[config.mk]
export PLATFORM = sky130hd
export DESIGN_NAME = izh_neuron_scheduler
export DESIGN_NICKNAME = d
export VERILOG_FILES = /design/src/rtl/izh_neuron_scheduler.sv
export SDC_FILE = /design/constraint.sdc
export NUM_CORES = 1
export LEC_CHECK = 0
export ABC_AREA = 1
export CORE_MARGIN = 2
export CORE_UTILIZATION = 52
export DETAILED_ROUTE_END_ITERATION = 8
export PLACE_DENSITY = 0.76
export SLEW_MARGIN = 20
export SYNTH_ARGS = -nofsm -noshare
export SYNTH_HDL_FRONTEND = slang
export SYNTH_SLANG_ARGS = --single-unit
[constraint.sdc]
create_clock -name clk -period 2.1 [get_ports clk]
set_input_delay 0.63 -clock clk [delete_from_list [all_inputs] [get_ports clk]]
set_output_delay 0.63 -clock clk [all_outputs]
set_load 0.02 [all_outputs]
[src/rtl/izh_neuron_scheduler.sv]
// Time-multiplexed Izhikevich neuron controller: per-neuron state/config bank,
// sweep FSM driving one shared datapath over req/ack, and a spike event FIFO.
module izh_neuron_scheduler #(
  parameter int N_NEURONS  = 4,
  parameter int IDX_W      = 2,
  parameter int W          = 18,
  parameter int FIFO_DEPTH = 4
) (
  input  logic                 clk,
  input  logic                 rst_n,
  input  logic                 tick,
  input  logic                 clear,
  input  logic                 cfg_we,
  input  logic [IDX_W-1:0]     cfg_idx,
  input  logic [3:0]           cfg_a,
  input  logic [3:0]           cfg_b,
  input  logic [7:0]           cfg_i,
  input  logic                 cfg_en,
  output logic                 dp_req,
  output logic [W-1:0]         dp_v,
  output logic [W-1:0]         dp_u,
  output logic [3:0]           dp_a,
  output logic [3:0]           dp_b,
  output logic [W-1:0]         dp_i,
  input  logic                 dp_ack,
  input  logic [W-1:0]         dp_v_next,
  input  logic [W-1:0]         dp_u_next,
  input  logic                 dp_spike,
  output logic                 spike_valid,
  output logic [8+IDX_W-1:0]   spike_data,
  input  logic                 spike_ready,
  output logic                 busy,
  output logic                 sweep_done,
  output logic                 overrun,
  input  logic [IDX_W-1:0]     rd_idx,
  output logic [W-1:0]         rd_v
);

  localparam int          FP_W  = (FIFO_DEPTH > 1) ? $clog2(FIFO_DEPTH) : 1;
  localparam logic [W-1:0] V_RST = W'(18'h3_4CCD);
  localparam logic [W-1:0] U_RST = W'(18'h3_CCCD);

  typedef enum logic [2:0] {S_IDLE, S_LOAD, S_ISSUE, S_WB, S_FINISH} state_t;

  state_t r_state;
  state_t w_state_nxt;

  logic [W-1:0]           r_v   [N_NEURONS];
  logic [W-1:0]           r_u   [N_NEURONS];
  logic [3:0]             r_a   [N_NEURONS];
  logic [3:0]             r_b   [N_NEURONS];
  logic [7:0]             r_i   [N_NEURONS];
  logic [N_NEURONS-1:0]   r_en;

  logic [IDX_W-1:0]       r_ptr;
  logic [7:0]             r_tick_cnt;
  logic                   r_overrun;
  logic [W-1:0]           r_op_v, r_op_u, r_op_i;
  logic [3:0]             r_op_a, r_op_b;
  logic [W-1:0]           r_res_v, r_res_u;
  logic                   r_res_spike;
  logic [W-1:0]           r_rd_v;

  logic [8+IDX_W-1:0]     r_fifo [FIFO_DEPTH];
  logic [FP_W-1:0]        r_wr_ptr, r_rd_ptr;
  logic [FP_W:0]          r_count;

  logic w_tick_accept, w_clear, w_last, w_fifo_full;
  logic w_wb_stall, w_wb_commit, w_push, w_pop, w_skip;

  assign w_tick_accept = (r_state == S_IDLE) && tick && !clear;
  assign w_clear       = (r_state == S_IDLE) && clear;
  assign w_last        = (r_ptr == IDX_W'(N_NEURONS - 1));
  assign w_fifo_full   = (r_count == (FP_W+1)'(FIFO_DEPTH));
  assign w_skip        = (r_state == S_LOAD) && !r_en[r_ptr];
  // Fullness is judged before this cycle's pop, so a stalled push lands one cycle after the pop.
  assign w_wb_stall    = (r_state == S_WB) && r_res_spike && w_fifo_full;
  assign w_wb_commit   = (r_state == S_WB) && !w_wb_stall;
  assign w_push        = w_wb_commit && r_res_spike;
  assign w_pop         = spike_valid && spike_ready;

  always_ff @(posedge clk or negedge rst_n) begin
    if (!rst_n) r_state <= S_IDLE;
    else        r_state <= w_state_nxt;
  end

  always_comb begin
    w_state_nxt = r_state;
    unique case (r_state)
      S_IDLE:   if (w_tick_accept) w_state_nxt = S_LOAD;
      S_LOAD: begin
        if (r_en[r_ptr]) w_state_nxt = S_ISSUE;
        else if (w_last) w_state_nxt = S_FINISH;
      end
      S_ISSUE:  if (dp_ack) w_state_nxt = S_WB;
      S_WB:     if (!w_wb_stall) w_state_nxt = w_last ? S_FINISH : S_LOAD;
      S_FINISH: w_state_nxt = S_IDLE;
      default:  w_state_nxt = S_IDLE;
    endcase
  end

  always_comb begin
    dp_req     = (r_state == S_ISSUE);
    busy       = (r_state != S_IDLE);
    sweep_done = (r_state == S_FINISH);
  end

  always_ff @(posedge clk or negedge rst_n) begin
    if (!rst_n) begin
      r_ptr      <= '0;
      r_tick_cnt <= '0;
      r_overrun  <= 1'b0;
    end else begin
      if (w_tick_accept) begin
        r_ptr      <= '0;
        r_tick_cnt <= r_tick_cnt + 8'd1;
      end else if ((w_skip || w_wb_commit) && !w_last) begin
        r_ptr <= r_ptr + IDX_W'(1);
      end
      if (tick && (r_state != S_IDLE)) r_overrun <= 1'b1;
    end
  end

  always_ff @(posedge clk or negedge rst_n) begin
    if (!rst_n) begin
      for (int unsigned k = 0; k < N_NEURONS; k++) begin
        r_v[k] <= V_RST;
        r_u[k] <= U_RST;
      end
    end else if (w_clear) begin
      for (int unsigned k = 0; k < N_NEURONS; k++) begin
        r_v[k] <= V_RST;
        r_u[k] <= U_RST;
      end
    end else if (w_wb_commit) begin
      r_v[r_ptr] <= r_res_v;
      r_u[r_ptr] <= r_res_u;
    end
  end

  always_ff @(posedge clk or negedge rst_n) begin
    if (!rst_n) begin
      for (int unsigned k = 0; k < N_NEURONS; k++) begin
        r_a[k] <= 4'd1;
        r_b[k] <= 4'd2;
        r_i[k] <= 8'd0;
      end
      r_en <= '1;
    end else if (cfg_we) begin
      r_a[cfg_idx]  <= cfg_a;
      r_b[cfg_idx]  <= cfg_b;
      r_i[cfg_idx]  <= cfg_i;
      r_en[cfg_idx] <= cfg_en;
    end
  end

  always_ff @(posedge clk or negedge rst_n) begin
    if (!rst_n) begin
      r_op_v      <= '0;
      r_op_u      <= '0;
      r_op_i      <= '0;
      r_op_a      <= '0;
      r_op_b      <= '0;
      r_res_v     <= '0;
      r_res_u     <= '0;
      r_res_spike <= 1'b0;
      r_rd_v      <= '0;
    end else begin
      if ((r_state == S_LOAD) && r_en[r_ptr]) begin
        r_op_v <= r_v[r_ptr];
        r_op_u <= r_u[r_ptr];
        r_op_a <= r_a[r_ptr];
        r_op_b <= r_b[r_ptr];
        r_op_i <= W'({r_i[r_ptr], 10'b0});
      end
      if ((r_state == S_ISSUE) && dp_ack) begin
        r_res_v     <= dp_v_next;
        r_res_u     <= dp_u_next;
        r_res_spike <= dp_spike;
      end
      r_rd_v <= r_v[rd_idx];
    end
  end

  always_ff @(posedge clk or negedge rst_n) begin
    if (!rst_n) begin
      for (int unsigned k = 0; k < FIFO_DEPTH; k++) r_fifo[k] <= '0;
      r_wr_ptr <= '0;
      r_rd_ptr <= '0;
      r_count  <= '0;
    end else begin
      if (w_push) begin
        r_fifo[r_wr_ptr] <= {r_tick_cnt, r_ptr};
        r_wr_ptr         <= r_wr_ptr + FP_W'(1);
      end
      if (w_pop) r_rd_ptr <= r_rd_ptr + FP_W'(1);
      case ({w_push, w_pop})
        2'b10:   r_count <= r_count + (FP_W+1)'(1);
        2'b01:   r_count <= r_count - (FP_W+1)'(1);
        default: r_count <= r_count;
      endcase
    end
  end

  assign dp_v        = r_op_v;
  assign dp_u        = r_op_u;
  assign dp_a        = r_op_a;
  assign dp_b        = r_op_b;
  assign dp_i        = r_op_i;
  assign spike_valid = (r_count != '0);
  assign spike_data  = r_fifo[r_rd_ptr];
  assign overrun     = r_overrun;
  assign rd_v        = r_rd_v;

endmodule

# ---- Yosys cells after proc, flatten, opt, wreduce, memory -nomap -nowiden
# Index checks and enable logic that the tools add are counted.
dict set report totals {
  word_cells 158
  in_bits 65
  register_bits 380
}
dict set report classes {
  magnitude_cmp 11
  mux 54
  eq_ne 12
  n_addsub 6
  reduce_logical 29
  bitwise_logic 5
}
# cell count
set ops {}
lappend ops {{$mux W72} 4}
lappend ops {{$bwmux W72} 2}
lappend ops {{$mux W18} 7}
lappend ops {{$bmux W18 S2} 3}
lappend ops {{$bwmux W40} 1}
lappend ops {{$demux W18 S2} 1}
lappend ops {{$bwmux W16} 2}
lappend ops {{$bwmux W32} 1}
lappend ops {{$mux W10} 3}
lappend ops {{$mux W8} 3}
lappend ops {{$bmux W10 S2} 1}
lappend ops {{$demux W10 S2} 1}
lappend ops {{$mux W4} 5}
lappend ops {{$mux W3} 6}
lappend ops {{$logic_and A1 B1 Y1} 17}
lappend ops {{$bmux W4 S2} 2}
lappend ops {{$bmux W8 S2} 1}
lappend ops {{$demux W8 S2} 1}
lappend ops {{$ge A3 B3 Y1 const B} 5}
lappend ops {{$not A2 Y3} 5}
lappend ops {{$pmux W3 S4} 1}
lappend ops {{$lt A3 B1 Y1 const B} 3}
lappend ops {{$add A8 B1 Y8 const B} 1}
lappend ops {{$demux W4 S2} 1}
lappend ops {{other kinds (25)} 40}

# ---- Logic depth before layout (Yosys ltp)
dict set report depth {
  word_depth 9
  ltp_mapped 11
  depth_no_buf 10
}

# ---- Least setup slack after synthesis
# OpenSTA, ideal clock, no wires.
dict set report synth_path {
  kind {reg-to-reg}
  start {register r_count[1]}
  end {register r_count[2]}
  path_slack_ns -0.054
  t_arrival_ns 2.023
  n_path_buf 1
  path_stages_with_launch 11
  synth_period_minus_slack_ns 2.154
  setup_ns 0.131
  cell_sequence {dfrtp_1 > nor2_1 > nand2_2 > nand3_4 > buf_2 > ha_1 > inv_1 > fa_1 > a21oi_1 > o21ai_0 > xor2_1}
}
dict set report synth_between {
  elab_chain_cells 7
  elab_cells_between_ends 13
}
# item line
set synth_rtl {}
lappend synth_rtl {{from (decl)} 66} ;# logic [FP_W:0] r_count;
lappend synth_rtl {{from (signal assigned)} 198} ;# 2'b10: r_count <= r_count + (FP_W+1)'(1);
lappend synth_rtl {{from (signal assigned)} 199} ;# 2'b01: r_count <= r_count - (FP_W+1)'(1);
lappend synth_rtl {{from (signal assigned)} 200} ;# default: r_count <= r_count;
lappend synth_rtl {{$eq A3 B3 Y1} 74} ;# assign w_fifo_full = (r_count == (FP_W+1)'(FIFO_DEPTH));
lappend synth_rtl {{$logic_and A1 B1 Y1} 77} ;# assign w_wb_stall = (r_state == S_WB) && r_res_spike && w_fifo_full;
lappend synth_rtl {{$logic_not A1 Y1} --}
lappend synth_rtl {{$logic_and A1 B1 Y1} 78} ;# assign w_wb_commit = (r_state == S_WB) && !w_wb_stall;
lappend synth_rtl {{$logic_and A1 B1 Y1} 79} ;# assign w_push = w_wb_commit && r_res_spike;
lappend synth_rtl {{$eq A2 B1 Y1 / $eq A2 B2 Y1 (equally long branches)} 197} ;# case ({w_push, w_pop})
lappend synth_rtl {{$pmux W3 S2 / $reduce_bool A2 Y1 (equally long branches)} --}
# Parallel ways exist; a longest one is shown, timed or not.
# A chain may end at the register's enable or synchronous reset.

# ---- Final worst setup path
dict set report layout_path {
  start {register r_rd_ptr[0]}
  end {output spike_data[9]}
}
dict set report layout_between {
  elab_chain_cells 4
}
# item line
set layout_rtl {}
lappend layout_rtl {{from (decl)} 65} ;# logic [FP_W-1:0] r_wr_ptr, r_rd_ptr;
lappend layout_rtl {{from (signal assigned)} 196} ;# if (w_pop) r_rd_ptr <= r_rd_ptr + FP_W'(1);
lappend layout_rtl {{$not A2 Y3 (not written as such)} 211} ;# assign spike_data = r_fifo[r_rd_ptr];
lappend layout_rtl {{$bmux W10 S2} 211}
lappend layout_rtl {{$mux W10 (not written as such) (2 in a row)} 211}
lappend layout_rtl {{to (decl)} 30} ;# output logic [8+IDX_W-1:0] spike_data,
# Every way passes these cells. The select of a mux whose other input is x is not followed.

==> impl_metrics.tcl <==
set metrics [dict create \
    status "finished, violations left" \
    failed_checks "setup timing" \
    yosysTopAreaCellShare 0.4136 \
    first_pass_iters 5 \
    whs_ns 0.4562 \
    rsz0062_at_grt "true" \
    grt_pass1_wl_um 69520 \
    grt_use_met3 0.04011 \
    critical_path.max_fanout 8 \
    place.gp.congestion 0.8368 \
    syn_avg_cell_area_um2 8.600 \
    power_mw 31.24 \
    use_met2 0.4112 \
    io_pins 160 \
    worst_slack_ns -0.1334 \
    yosysWarningCount 0 \
    setup_viol 10 \
    n_antenna_cell 0 \
    syn_to_final_growth_pct 20.82 \
    die_w_um 185.8 \
    required_ns 1.47 \
    tns_ns -0.9140 \
    synth_edf_count 0 \
    grt_pass1_vias 13835 \
    ir_drop_v 0.0008555 \
    cts.clk_slew.worst_paths_ns 0.06 \
    ys_types 35 \
    nNetsFinal 2214 \
    fin_skew_ns 0.01033 \
    post-route-min-period_ns 2.233 \
    cts_root_buf "clkbuf_16" \
    drc_errors 0 \
    grt_max_degree 77 \
    crit_path_end_kind "output port" \
    dieArea_um2 34510 \
    portBuffers 149 \
    final_cell_mix "nand2_1 (360), o21ai_0 (312), dfrtp_1 (280)" \
    dp_hpwl_um 26140 \
    drive_above_1_share 0.1373 \
    async_flop_share 1.000 \
    crit_type "reg2out" \
    syn_inst 1998 \
    final_hold_viol_count 0 \
    powerDensity_nw_per_um2 1505 \
    htreeDepth 2 \
    final_common_cell "nand2_1" \
    vias_per_cell 5.420 \
    busiest_layer "met2" \
    power.leakage_nw 10.04 \
    dieHeight_um 185.8 \
    antenna_found_initial 0 \
    synth_area_um2 17180 \
    clkLatencyLatePin_ns 0.53 \
    layout_worst_path_cycle_share 1.064 \
    dpl_cell_area_um2 19320 \
    slew_headroom 0.5990 \
    numCtsBuffers 41 \
    start_util 0.5281 \
    utilization 0.6381 \
    cts.path.max_buffers 3 \
    totalWireLength_um 41950 \
    wl_per_cell_um 16.05 \
    via_count 14163 \
    coreArea_um2 32540 \
    rows 66 \
    synth_ff_type "dfrtp_1" \
    maxCapViolations 0 \
    drtIter0Drc 1228 \
    synth_area_leaders "dfrtp_1 (41%), dfstp_2 (15%), o21ai_0 (9.6%)" \
    hold_class "reg2reg" \
    grt_use_total 0.2495 \
    synth_area_leader_cell "dfrtp_1" \
    max_freq_ghz 0.4477 \
    ys_seq_area_frac 0.5604 \
    drtAntennaViolNets 0 \
    startpoint_type "flop" \
    ys_ff_latch 380 \
    design_area_um2 20760 \
    worstPathArrival_ns 1.60 \
    grtUsageMet1 0.3441 \
    worst_pin_slew_ns 0.6014 \
    finalMaxSlewViolations 0 \
    clock-sinks 380 \
    overflow 0 \
    cts_tree "built" \
]
## flip-flops by register name, summed over array words and instances (netlist names), 3 cells and up
signal	cells
r_state	3
dp_b	4
r_tick_cnt	8
r_i	32
dp_i	8
r_res_u	18
dp_v	18
r_res_v	18
rd_v	18
dp_a	4
r_b	16
r_fifo	40
r_count	3
r_v	72
r_u	72
dp_u	18
r_a	16
r_en	4
## worst paths after layout
path / slack (ns) / end / from / cells after the start
worst max-delay path: -0.13 / spike_data[9] / r_rd_ptr[0] / 5
worst max register to register: 0.15 / r_v[65] / r_ptr[0] / 7
worst min register to register: 0.46 / overrun / overrun / 1
min in group asynchronous: 0.51 / r_fifo[16] / rst_n / 2
worst min-delay path: 0.46 / overrun / overrun / 1
max in group asynchronous: 0.82 / rd_v[8] / rst_n / 3
## critical path, cell delays in order, from the launching register on
cell	delay, ns
dfrtp_2	0.44
inv_4	0.09
buf_6	0.14
nor2_2	0.05
o22ai_2	0.21
buf_6	0.15
## power by group
group	switching, mW	total (mW)	internal [mW]
combinational	7.71	12.3	4.55
clock	2.89	7.00	4.11
sequential	1.55	12.0	10.4
## final cells by class
type,count,area (um^2)
fill,2780,11780
sequential,380,9637
multi-input combinational,1281,6206
timing repair buffer,220,2232
clock buffer,63,1252
inverter,214,812.0
tap,442,553.0
clock inverter,13,67.56
## layer usage
metal  up-vias  part of all wire
li1       6760                 -
met3        67             0.061
met5         -                 0
met1      6866              0.44
met4         0             0.023
met2       470              0.48
## logic make-up after synthesis
kind of cell               share of synthesized area
and+or+nand+nor                               0.1568
AOI/OAI and AO/OA                             0.1828
DFF                                           0.5604
buffers and inverters                        0.08731
adders and majority gates                   0.008447
xor gates and xnor gates                    0.004078
other                                      0.0002182
## through the flow
stage	std cells	setup slack, ns
2_1_floorplan	2007	0.004005
3_3_place_gp	2531	-0.3997
3_5_place_dp	2531	-0.4278
4_1_cts	2610	-0.1470
5_1_grt	2613	-0.1903
6_report	2613	-0.1334
## Yosys cell counts (24+ instances only)
master / number
clkbuf_1: 68
dfrtp_1: 284
o21a_1: 32
nand3_1: 70
o22ai_1: 46
buf_2: 27
inv_1: 208
dfstp_2: 96
buf_4: 24
nand2_1: 362
nor2_1: 203
a21oi_1: 152
o21ai_0: 331
## repair_timing
action,in CTS,in global routing
hold buffers,1,0
endpoints found under the hold margin,5,0
buffers inserted,1,2
gates resized for setup,142,64
pin swaps,8,11
endpoints found under the setup margin,73,29
gates cloned,1,1
(Power assumes the default switching activity.)
==> RTL edit, RTL diff (same flow settings) <==
`W`: 18 -> 16.
--- a/src/rtl/izh_neuron_scheduler.sv
+++ b/src/rtl/izh_neuron_scheduler.sv
@@ -3,7 +3,7 @@
 module izh_neuron_scheduler #(
   parameter int N_NEURONS  = 4,
   parameter int IDX_W      = 2,
-  parameter int W          = 18,
+  parameter int W          = 16,
   parameter int FIFO_DEPTH = 4
 ) (
   input  logic                 clk,
Interface: changed (6 resized); port bits go from 160 to 148. No check against the original RTL was run, so the function may have changed too.
==> RTL edit against the original RTL <==
- the flow still finishes with violations (negative setup slack)
- wire length is 6.3% lower
- sequential cell count is 36 lower
- area after synthesis is 9.5% lower
- die area is 9.3% lower
- core utilization is 1.0 points higher
- setup slack worse by 0.012 ns
- total power is 8.7% lower
- sequential power is 12% lower
- final area is 7.7% lower
- critical path depth stayed put
- non-clock buffer count is 4 lower
- maximum frequency is 0.55% lower
- worst hold slack worse by 0.44 ns
- via count is 8.1% lower
- critical endpoint is now spike_data[1]
- largest cell class unchanged
==> RTL edit: results (changes against the original RTL) <==
arrival time of the worst setup path 1.62 ns (+0.02 ns); final setup vio count 10 (unchanged); Hold WS 0.0127 ns (-0.444 ns); Reg2Reg Depth 6 (-1); Synth area leaders dfrtp_1 (42%), dfstp_2 (14%), o21ai_0 (10%); CP delay by family, top buffers and inverters; vias in the first global route 12980 (-6.2%); min-delay worst type primary input to asynchronous set/reset pin; PnR worst setup slack -0.146 ns (-0.0124 ns); Int Power 17.7 mW (-7.1%); PortBufs 135 (-9.4%); Synth Instances 1808 (-9.5%); sequential share of the synthesized area 56.0% (about the same); Comb. pwr 11.0 mW (-11%); Clk pwr share 24.3% (+1.9 points); initial antenna violation count 3 (+3); failing checks negative setup slack; final wirelength 39300 um (-6.3%); adder-cell share of the synthesized area 0.934% (+0.089 points); Top Registers r_u x64, r_v x64, r_fifo x40; worst setup path endpoint spike_data[1]; NumNets Final 2023 (-8.6%); CTS resizes 145 (+2.1%); Max stage delay cell, worst path dfrtp_1; Synth cell types 33 (-5.7%); met3 Use GR 4.42% (+0.41 points); Power Dens Cells 1490 mW/mm2 (-1.2%); Synth Area in Compound Gates 19.0% (+0.72 points); DP Worst Slack -0.427 ns (+0.00105 ns); outcome complete, but fails checks
-- RTL edit: changes by cell type after synthesis, sizes merged, moves of 8 or more --
cell / before / now
inv: 213 / 196
o21ai: 349 / 318
dfrtp: 284 / 264
nand3: 76 / 56
dfstp: 96 / 80
a21oi: 152 / 115
o211ai: 12 / 35
nand2: 367 / 343
o22ai: 46 / 38
nor2: 210 / 175
-- RTL edit: area by class of cell --
cell class	instances	area share, %
diodes	1	0.0131
clock buffers	58	6.09
clock inverters	10	0.822
inverters	196	3.85
multi-input cells	1155	29.7
flip-flops and latches	344	45.5
well taps	390	2.55
repair buffers	216	11.4
repair inverters	1	0.0392
-- RTL edit: worst reg2reg max path: stages (launching register included) --
cell and delay [ns]:
dfrtp_4 0.58, inv_2 0.37, buf_4 0.37, nor2_1 0.07, o21ai_0 0.19, inv_1 0.06
o21ai_0 0.20
